**config.mk**
```make
export PLATFORM = sky130hd
export DESIGN_NAME = tx_fsm
export DESIGN_NICKNAME = d
export VERILOG_FILES = /design/src/rtl/tx_fsm.sv
export SDC_FILE = /design/constraint.sdc
export NUM_CORES = 1
export LEC_CHECK = 0
export CAP_MARGIN = 30
export CORE_MARGIN = 2
export CORE_UTILIZATION = 48
export DETAILED_ROUTE_END_ITERATION = 10
export PLACE_DENSITY = 0.83
export SLEW_MARGIN = 20
export SYNTH_ARGS = -nofsm -noshare
export SYNTH_HDL_FRONTEND = slang
export SYNTH_SLANG_ARGS = --single-unit
```
**constraint.sdc**
```tcl
create_clock -name clk -period 2.4 [get_ports clk]
set_clock_uncertainty 0.1 [all_clocks]
set_input_delay 0.48 -clock clk [delete_from_list [all_inputs] [get_ports clk]]
set_output_delay 0.48 -clock clk [all_outputs]
set_load 0.05 [all_outputs]
```
**src/rtl/tx_fsm.sv**
```systemverilog
// tx_fsm: request-side issue stage. Decodes a host address into a switch instance and register offset and issues one-cycle select pulses.
// Optional decode-error response port dec_err is present when TX_ERR_RESP_EN is defined.
module tx_fsm #(
    parameter int NUM_SW_INST = 5,
    parameter int W_WIDTH     = 8,
    parameter int A_WIDTH     = 8
) (
    input  logic                   clk,
    input  logic                   rst_n,
    input  logic                   req_valid,
    output logic                   req_ready,
    input  logic [A_WIDTH-1:0]     req_addr,
    input  logic                   req_wr,
    input  logic [W_WIDTH-1:0]     req_wdata,
    input  logic [7:0]             req_op_id,
    input  logic [NUM_SW_INST-1:0] sw_busy,
    output logic [NUM_SW_INST-1:0] sel_en,
    output logic [7:0]             op_id,
    output logic [3:0]             sw_addr,
    output logic                   sw_wr,
    output logic [W_WIDTH-1:0]     sw_wdata
`ifdef TX_ERR_RESP_EN
    ,
    output logic                   dec_err
`endif
);

    localparam int IDX_W = A_WIDTH - 4;
    localparam int SEL_W = (NUM_SW_INST > 1) ? $clog2(NUM_SW_INST) : 1;

    localparam logic [0:0] ST_IDLE = 1'b0;
    localparam logic [0:0] ST_HOLD = 1'b1;

    logic [0:0]             state;
    logic [SEL_W-1:0]       cap_idx;
    logic [3:0]             cap_off;
    logic                   cap_wr;
    logic [W_WIDTH-1:0]     cap_wdata;
    logic [7:0]             cap_op;
    logic                   cap_bad;
    logic [NUM_SW_INST-1:0] shadow;

    logic [IDX_W-1:0]       idx_field;
    logic                   req_bad;
    logic                   blocked;
    logic [NUM_SW_INST-1:0] one_hot;

    assign idx_field = req_addr[A_WIDTH-1:4];

    // Compare at 32 bits so NUM_SW_INST == 2**IDX_W does not truncate to zero.
    assign req_bad = (32'(idx_field) >= 32'(NUM_SW_INST)) || (req_op_id == 8'h00);

    assign blocked = sw_busy[cap_idx] | shadow[cap_idx];

    always_comb begin
        one_hot = '0;
        for (int unsigned i = 0; i < NUM_SW_INST; i++) begin
            one_hot[i] = (cap_idx == SEL_W'(i));
        end
    end

    assign req_ready = rst_n & (state == ST_IDLE);

    always_ff @(posedge clk or negedge rst_n) begin
        if (!rst_n) begin
            state     <= ST_IDLE;
            cap_idx   <= '0;
            cap_off   <= '0;
            cap_wr    <= 1'b0;
            cap_wdata <= '0;
            cap_op    <= '0;
            cap_bad   <= 1'b0;
            shadow    <= '0;
            sel_en    <= '0;
            op_id     <= '0;
            sw_addr   <= '0;
            sw_wr     <= 1'b0;
            sw_wdata  <= '0;
`ifdef TX_ERR_RESP_EN
            dec_err   <= 1'b0;
`endif
        end else begin
            sel_en <= '0;
            shadow <= sel_en;
`ifdef TX_ERR_RESP_EN
            dec_err <= 1'b0;
`endif
            if (state == ST_IDLE) begin
                if (req_valid) begin
                    cap_idx   <= idx_field[SEL_W-1:0];
                    cap_off   <= req_addr[3:0];
                    cap_wr    <= req_wr;
                    cap_wdata <= req_wdata;
                    cap_op    <= req_op_id;
                    cap_bad   <= req_bad;
                    state     <= ST_HOLD;
                end
            end else begin
                if (cap_bad) begin
`ifdef TX_ERR_RESP_EN
                    dec_err <= 1'b1;
                    op_id   <= cap_op;
`endif
                    state <= ST_IDLE;
                end else if (!blocked) begin
                    sel_en   <= one_hot;
                    op_id    <= cap_op;
                    sw_addr  <= cap_off;
                    sw_wr    <= cap_wr;
                    sw_wdata <= cap_wdata;
                    state    <= ST_IDLE;
                end
            end
        end
    end

endmodule

```
==> flow_metrics.py, run 1 <==
metrics = {
    "global_routing": {
        "antenna_found_initial": 0,
        "grt_max_degree": 58,
        "grt-ovfl-total": 0,
        "grt_pass1_wl_um": 7360,
        "grt_use_total_pct": 19.4,
        "grt_pass1_vias": 1533,
    },
    "route": {
        "wl_met2_um": 2320,
        "top_layer": "met4",
        "met1_length_um": 1860,
        "totalWireLength_um": 4520,
        "remaining_drc_errors": 0,
        "vias": 1372,
        "routedWlPerCell_um": 16.9,
        "drt.antenna.violating_nets": 0,
        "wl_met3_um": 231,
        "drt_iter0_drc": 91,
        "vias_per_cell": 5.12,
        "firstDrtPassIters": 4,
    },
    "finish": {
        "nFillCells": 299,
        "area_growth_pct": 40.0,
        "drive_gt1_share_pct": 33.3,
        "layoutNonFillerInstCount": 268,
        "fin_nets": 244,
        "regArea_um2": 1430,
        "diodes": 0,
        "multi_input_area_um2": 803,
    },
    "logic_synthesis": {
        "ys_seq_elements": 57,
        "syn_avg_cell_area_um2": 16.2,
        "yosys.area.top_type": "dfrtp_1",
        "seq_area_frac_synth_pct": 63.3,
        "synth_xor_area_share_pct": 0,
        "netlist_area_um2": 2250,
        "synth_fp_nets": 172,
        "synth.distinct_cells": 24,
        "synth_compound_area_share_pct": 3.83,
        "synth.area.mux_share_pct": 25.8,
        "synthTopCellsByArea": "dfrtp_1 (63%), mux2_4 (13%), mux2_2 (12%)",
        "synth_top_family_by_area": "multiplexers",
        "yosys_warnings": 0,
        "synthAdderAreaFrac_pct": 0,
        "synthesis.instances": 139,
        "yosysTopAreaCellShare_pct": 63.3,
        "synth-simple-area-share_pct": 5.55,
    },
    "sta": {
        "setup-tns-final_ns": 0,
        "rsz0062_at_grt": "false",
        "relSlewSlack_pct": 53.2,
        "hold_ws_ns": 0.197,
        "max_freq_mhz": 476,
        "finalSetupViolations": 0,
        "tightest_slew_ns": 0.702,
        "finalCritPeriodShare_pct": 87.5,
        "hold_viol_final": 0,
        "finalMaxSlewViolations": 0,
        "setup_slack_ns": 0.300,
        "period_needed_ns": 2.10,
    },
    "clocking": {
        "cts_buffers": 9,
        "path_clk_slew_ns": 0.06,
        "ctsHoldBuffers": 0,
        "tritoncts": "built",
        "htree_levels": 3,
        "postCtsSetupRepairBufs": 0,
        "cts_resized": 0,
        "clock_latency_ns": 0.33,
        "cts_sinks": 57,
        "clk_path_buf_depth": 2,
        "clock-root-buffer": "clkbuf_8",
    },
    "critical_path": {
        "worst-path-buf-inv": 1,
        "worstReg2RegEnd": "sw_wdata[1]",
        "cp.arrival_ns": 1.52,
        "critical_path_class": "flip-flop to output pin",
        "rr_startpoint": "cap_idx[1]",
        "cp.depth": 1,
        "ff2ff_path_depth": 5,
        "cp.required_ns": 1.82,
        "cp_max_fo": 2,
        "crit_chain": "clkdlybuf4s50_1",
        "cp_slowest_stage_delay_ns": 0.82,
        "start_kind": "flip-flop",
        "critPathCaptureType": "output pin",
        "crit_family": "buffers and inverters",
        "rrSetupSlack_ns": 0.42,
        "slowest_stage": "clkdlybuf4s50_1",
    },
    "floorplan": {
        "start_util_pct": 50.7,
        "row_count": 24,
        "coreArea_um2": 4440,
        "io_pins": 60,
        "dieArea_um2": 5260,
        "fp.dieW_um": 72.5,
        "die_h_um": 72.5,
    },
    "placement": {
        "port_buffers": 59,
        "place_inst": 252,
        "gp_congestion": 0.862,
        "hpwl_um": 3200,
        "dp_slack_ns": 0.0702,
    },
    "outcome": {
        "status": "finished, final reports clean",
    },
    "worst_hold_path": {
        "hp-class": "input port to asynchronous set/reset pin",
    },
    "job": {
        "cap_violations": 0,
    },
    "power_and_ir_drop": {
        "p_leak_nw": 1.36,
        "ir_drop_mv": 0.612,
        "total_power_mw": 3.92,
        "power_density_nw_per_um2": 1240,
    },
}
==> worst max-delay path by stage <==
stage,to,from
2_1_floorplan,op_id[0],cap_idx[1]
3_3_place_gp,sw_wdata[0],sw_busy[0]
3_5_place_dp,sw_wdata[0],sw_busy[1]
4_1_cts,sw_wdata[1],sw_wdata[1]
5_1_grt,op_id[7],op_id[7]
6_report,sw_wdata[1],sw_wdata[1]
==> cell type report <==
type	instances	share of cell area [%]
well taps	52	2.06
clock inverters	3	1.27
flip-flops and latches	57	45.2
clock buffers	13	4.72
multi-input cells	77	25.4
repair buffers	66	21.3
==> cell usage in the layout, fill, tap and decap left out <==
cell / n
dfrtp_1: 57
clkdlybuf4s50_1: 57
mux2_2: 25
mux2_4: 20
clkbuf_8: 10
nor2_1: 8
buf_4: 5
nor4_1: 4
clkbuf_1: 3
buf_12: 3
nand2_1: 2
nand2b_1: 2
nor2b_1: 2
clkinv_2: 2
nor4_2: 1
a211oi_2: 1
o221ai_1: 1
and4bb_2: 1
o22ai_1: 1
and3_1: 1
o31ai_1: 1
nor2b_2: 1
o21bai_1: 1
o2111a_1: 1
o22ai_4: 1
o21a_1: 1
a211oi_1: 1
a21oi_1: 1
bufinv_16: 1
buf_2: 1
==> registers in the layout (all words and copies together), names as in the netlist <==
signal,flops
sw_addr,4
sel_en,5
state,1
cap_bad,1
cap_idx,3
cap_op,8
cap_wr,1
cap_off,4
op_id,8
cap_wdata,8
sw_wdata,8
shadow,5
sw_wr,1
==> report_power, final <==
part / total, mW / internal (mW) / switching, mW
Clock: 0.858 / 0.505 / 0.353
Combinational: 1.66 / 0.728 / 0.929
Sequential: 1.40 / 1.23 / 0.173
==> per-layer routing <==
metal,GRT usage [%],vias up
li1,-,641
met1,23.6,678
met2,30.2,43
met3,6.11,10
met4,11.9,0
met5,0,-
==> metrics by stage <==
stage | instance area, um2 | util, %
6_report | 3160 | 71.0
5_1_grt | 3160 | 71.0
4_1_cts | 3160 | 71.0
3_5_place_dp | 2970 | 66.8
3_3_place_gp | 2970 | 66.8
2_1_floorplan | 2250 | -
==> cells in the mapped netlist, drive strengths merged <==
| cell | n |
|---|---|
| and3 | 1 |
| o21a | 1 |
| a211oi | 2 |
| mux2 | 45 |
| o22ai | 2 |
| nor2 | 8 |
| nor2b | 3 |
| o221ai | 1 |
| o21bai | 1 |
| dfrtp | 57 |
| buf | 5 |
| nand2b | 2 |
| o31ai | 1 |
| a21oi | 1 |
| o2111a | 1 |
| nand2 | 2 |
| nor4 | 5 |
| and4bb | 1 |
==> kinds of logic after synthesis <==
kind of cell	Yosys count
simple gates	22
buf+inv	5
flops	57
mux	45
compound gates	10
(Power assumes the default switching activity.)
==> inputs of run 2 (changes only) <==
- CORE_MARGIN: 2 -> not set
- REMOVE_ABC_BUFFERS: not set -> 1
==> flow_metrics.py, run 2 (synthesis gave the netlist of run 1 again) <==
metrics = {
    "global_routing": {
        "grt_pass1_vias": 1598,
        "top_usage_layer": "met2",
        "grtUsageMet1_pct": 25.2,
        "grt-ovfl-total": 0,
        "grt_pass1_wl_um": 7590,
        "antenna_found_initial": 0,
        "grt_max_degree": 58,
        "grt_use_total_pct": 20.4,
        "use_met3_pct": 10.7,
        "grtUsageMet2_pct": 31.1,
    },
    "critical_path": {
        "cp.arrival_ns": 1.53,
        "start_kind": "flip-flop",
        "cp_max_fo": 2,
        "critical_path_class": "flip-flop to output pin",
        "ff2ff_path_depth": 5,
        "crit_family": "buffers and inverters",
        "cp.required_ns": 1.82,
        "worst-path-buf-inv": 1,
        "crit_chain": "clkdlybuf4s50_1",
        "critPathCaptureType": "output pin",
        "worstReg2RegEnd": "sw_wdata[0]",
        "rrSetupSlack_ns": 0.37,
        "cp_slowest_stage_delay_ns": 0.82,
        "slowest_stage": "clkdlybuf4s50_1",
        "rr_startpoint": "state",
    },
    "sta": {
        "finalMaxSlewViolations": 0,
        "max_freq_mhz": 474,
        "hold_viol_final": 0,
        "finalSetupViolations": 0,
        "period_needed_ns": 2.11,
        "tightest_slew_ns": 0.689,
        "relSlewSlack_pct": 54.0,
        "finalCritPeriodShare_pct": 87.9,
        "setup_slack_ns": 0.290,
        "rsz0062_at_grt": "false",
    },
    "power_and_ir_drop": {
        "power_density_nw_per_um2": 1230,
        "p_leak_nw": 1.35,
        "ir_drop_mv": 0.913,
    },
    "clocking": {
        "cts_resized": 0,
        "htree_levels": 3,
        "path_clk_slew_ns": 0.06,
        "postCtsSetupRepairBufs": 0,
        "cts_buffers": 9,
        "cts_sinks": 57,
        "clk_path_buf_depth": 2,
        "tritoncts": "built",
        "clock_latency_ns": 0.33,
        "ctsHoldBuffers": 0,
        "clock-root-buffer": "clkbuf_8",
    },
    "outcome": {
        "violations": "DRC",
        "status": "finished with violations",
    },
    "floorplan": {
        "die_h_um": 70.5,
        "start_util_pct": 50.7,
        "io_pins": 60,
        "coreArea_um2": 4440,
        "dieArea_um2": 4980,
        "fp.dieW_um": 70.5,
        "row_count": 24,
    },
    "route": {
        "vias_per_cell": 5.22,
        "vias": 1377,
        "drt.antenna.violating_nets": 0,
        "totalWireLength_um": 4460,
        "remaining_drc_errors": 10,
        "firstDrtPassIters": 7,
        "routedWlPerCell_um": 16.9,
        "drt_iter0_drc": 115,
    },
    "finish": {
        "final_util_pct": 70.7,
        "area_growth_pct": 39.3,
        "drive_gt1_share_pct": 33.0,
        "diodes": 0,
        "fin_nets": 243,
        "nFillCells": 307,
        "mostFrequentLayoutCells": "dfrtp_1 (57), clkdlybuf4s50_1 (57), mux2_2 (25)",
    },
    "job": {
        "cap_violations": 0,
    },
    "placement": {
        "gp_congestion": 0.904,
        "dp_slack_ns": 0.0630,
        "hpwl_um": 3070,
        "port_buffers": 59,
    },
    "worst_hold_path": {
        "hp-class": "input port to asynchronous set/reset pin",
    },
}
[run 2: cell count changes in the layout (fill, tap and decap cells not counted), sizes merged]
| cell | previous run | this run |
|---|---|---|
| buf | 9 | 8 |
| bufinv | 1 | 0 |
| clkinv | 2 | 0 |
[run 2: how the worst max path moves through the flow]
stage,startpoint,to,slack (ns),cells after the start
floorplan,cap_idx[1],sw_wdata[0],-0.04,4
global placement,sw_busy[1],sw_wdata[0],0.13,6
detailed placement,sw_busy[1],sw_wdata[0],0.06,6
CTS,op_id[6],op_id[6],0.27,1
global route,op_id[4],op_id[4],0.25,1
finish,op_id[6],op_id[6],0.29,1
[run 2: area by class of cell]
cell class,instances,area [um2],area share [%]
clock buffers,13,169,5.38
flip-flops and latches,57,1430,45.4
multi-input cells,77,803,25.6
well taps,52,65.1,2.07
repair buffers,65,678,21.6
[run 2: metrics by stage]
step           cell area, um2  hold slack (ns)  cells  setup TNS (ns)  total power [mW]
6_report                 3140            0.201    264               0              3.85
5_1_grt                  3140            0.251    264               0              4.02
4_1_cts                  3140            0.214    264               0              3.88
3_5_place_dp             2970            0.265    251               0              3.08
3_3_place_gp             2970            0.259    251               0              3.04
2_1_floorplan            2220           0.0844    134         -0.0369              2.48
[run 2: layer usage]
| layer | routed length [um] | up-vias |
|---|---|---|
| met2 | 2080 | 55 |
| met1 | 1900 | 680 |
| met4 | 76 | 0 |
| met5 | 0 | - |
| met3 | 401 | 8 |
| li1 | - | 634 |
[run 2: report_power, final]
part	internal (mW)	switching, mW	total, mW
clock	0.442	0.342	0.784
combinational	0.730	0.925	1.66
sequential	1.23	0.177	1.41
total	2.41	1.44	3.85
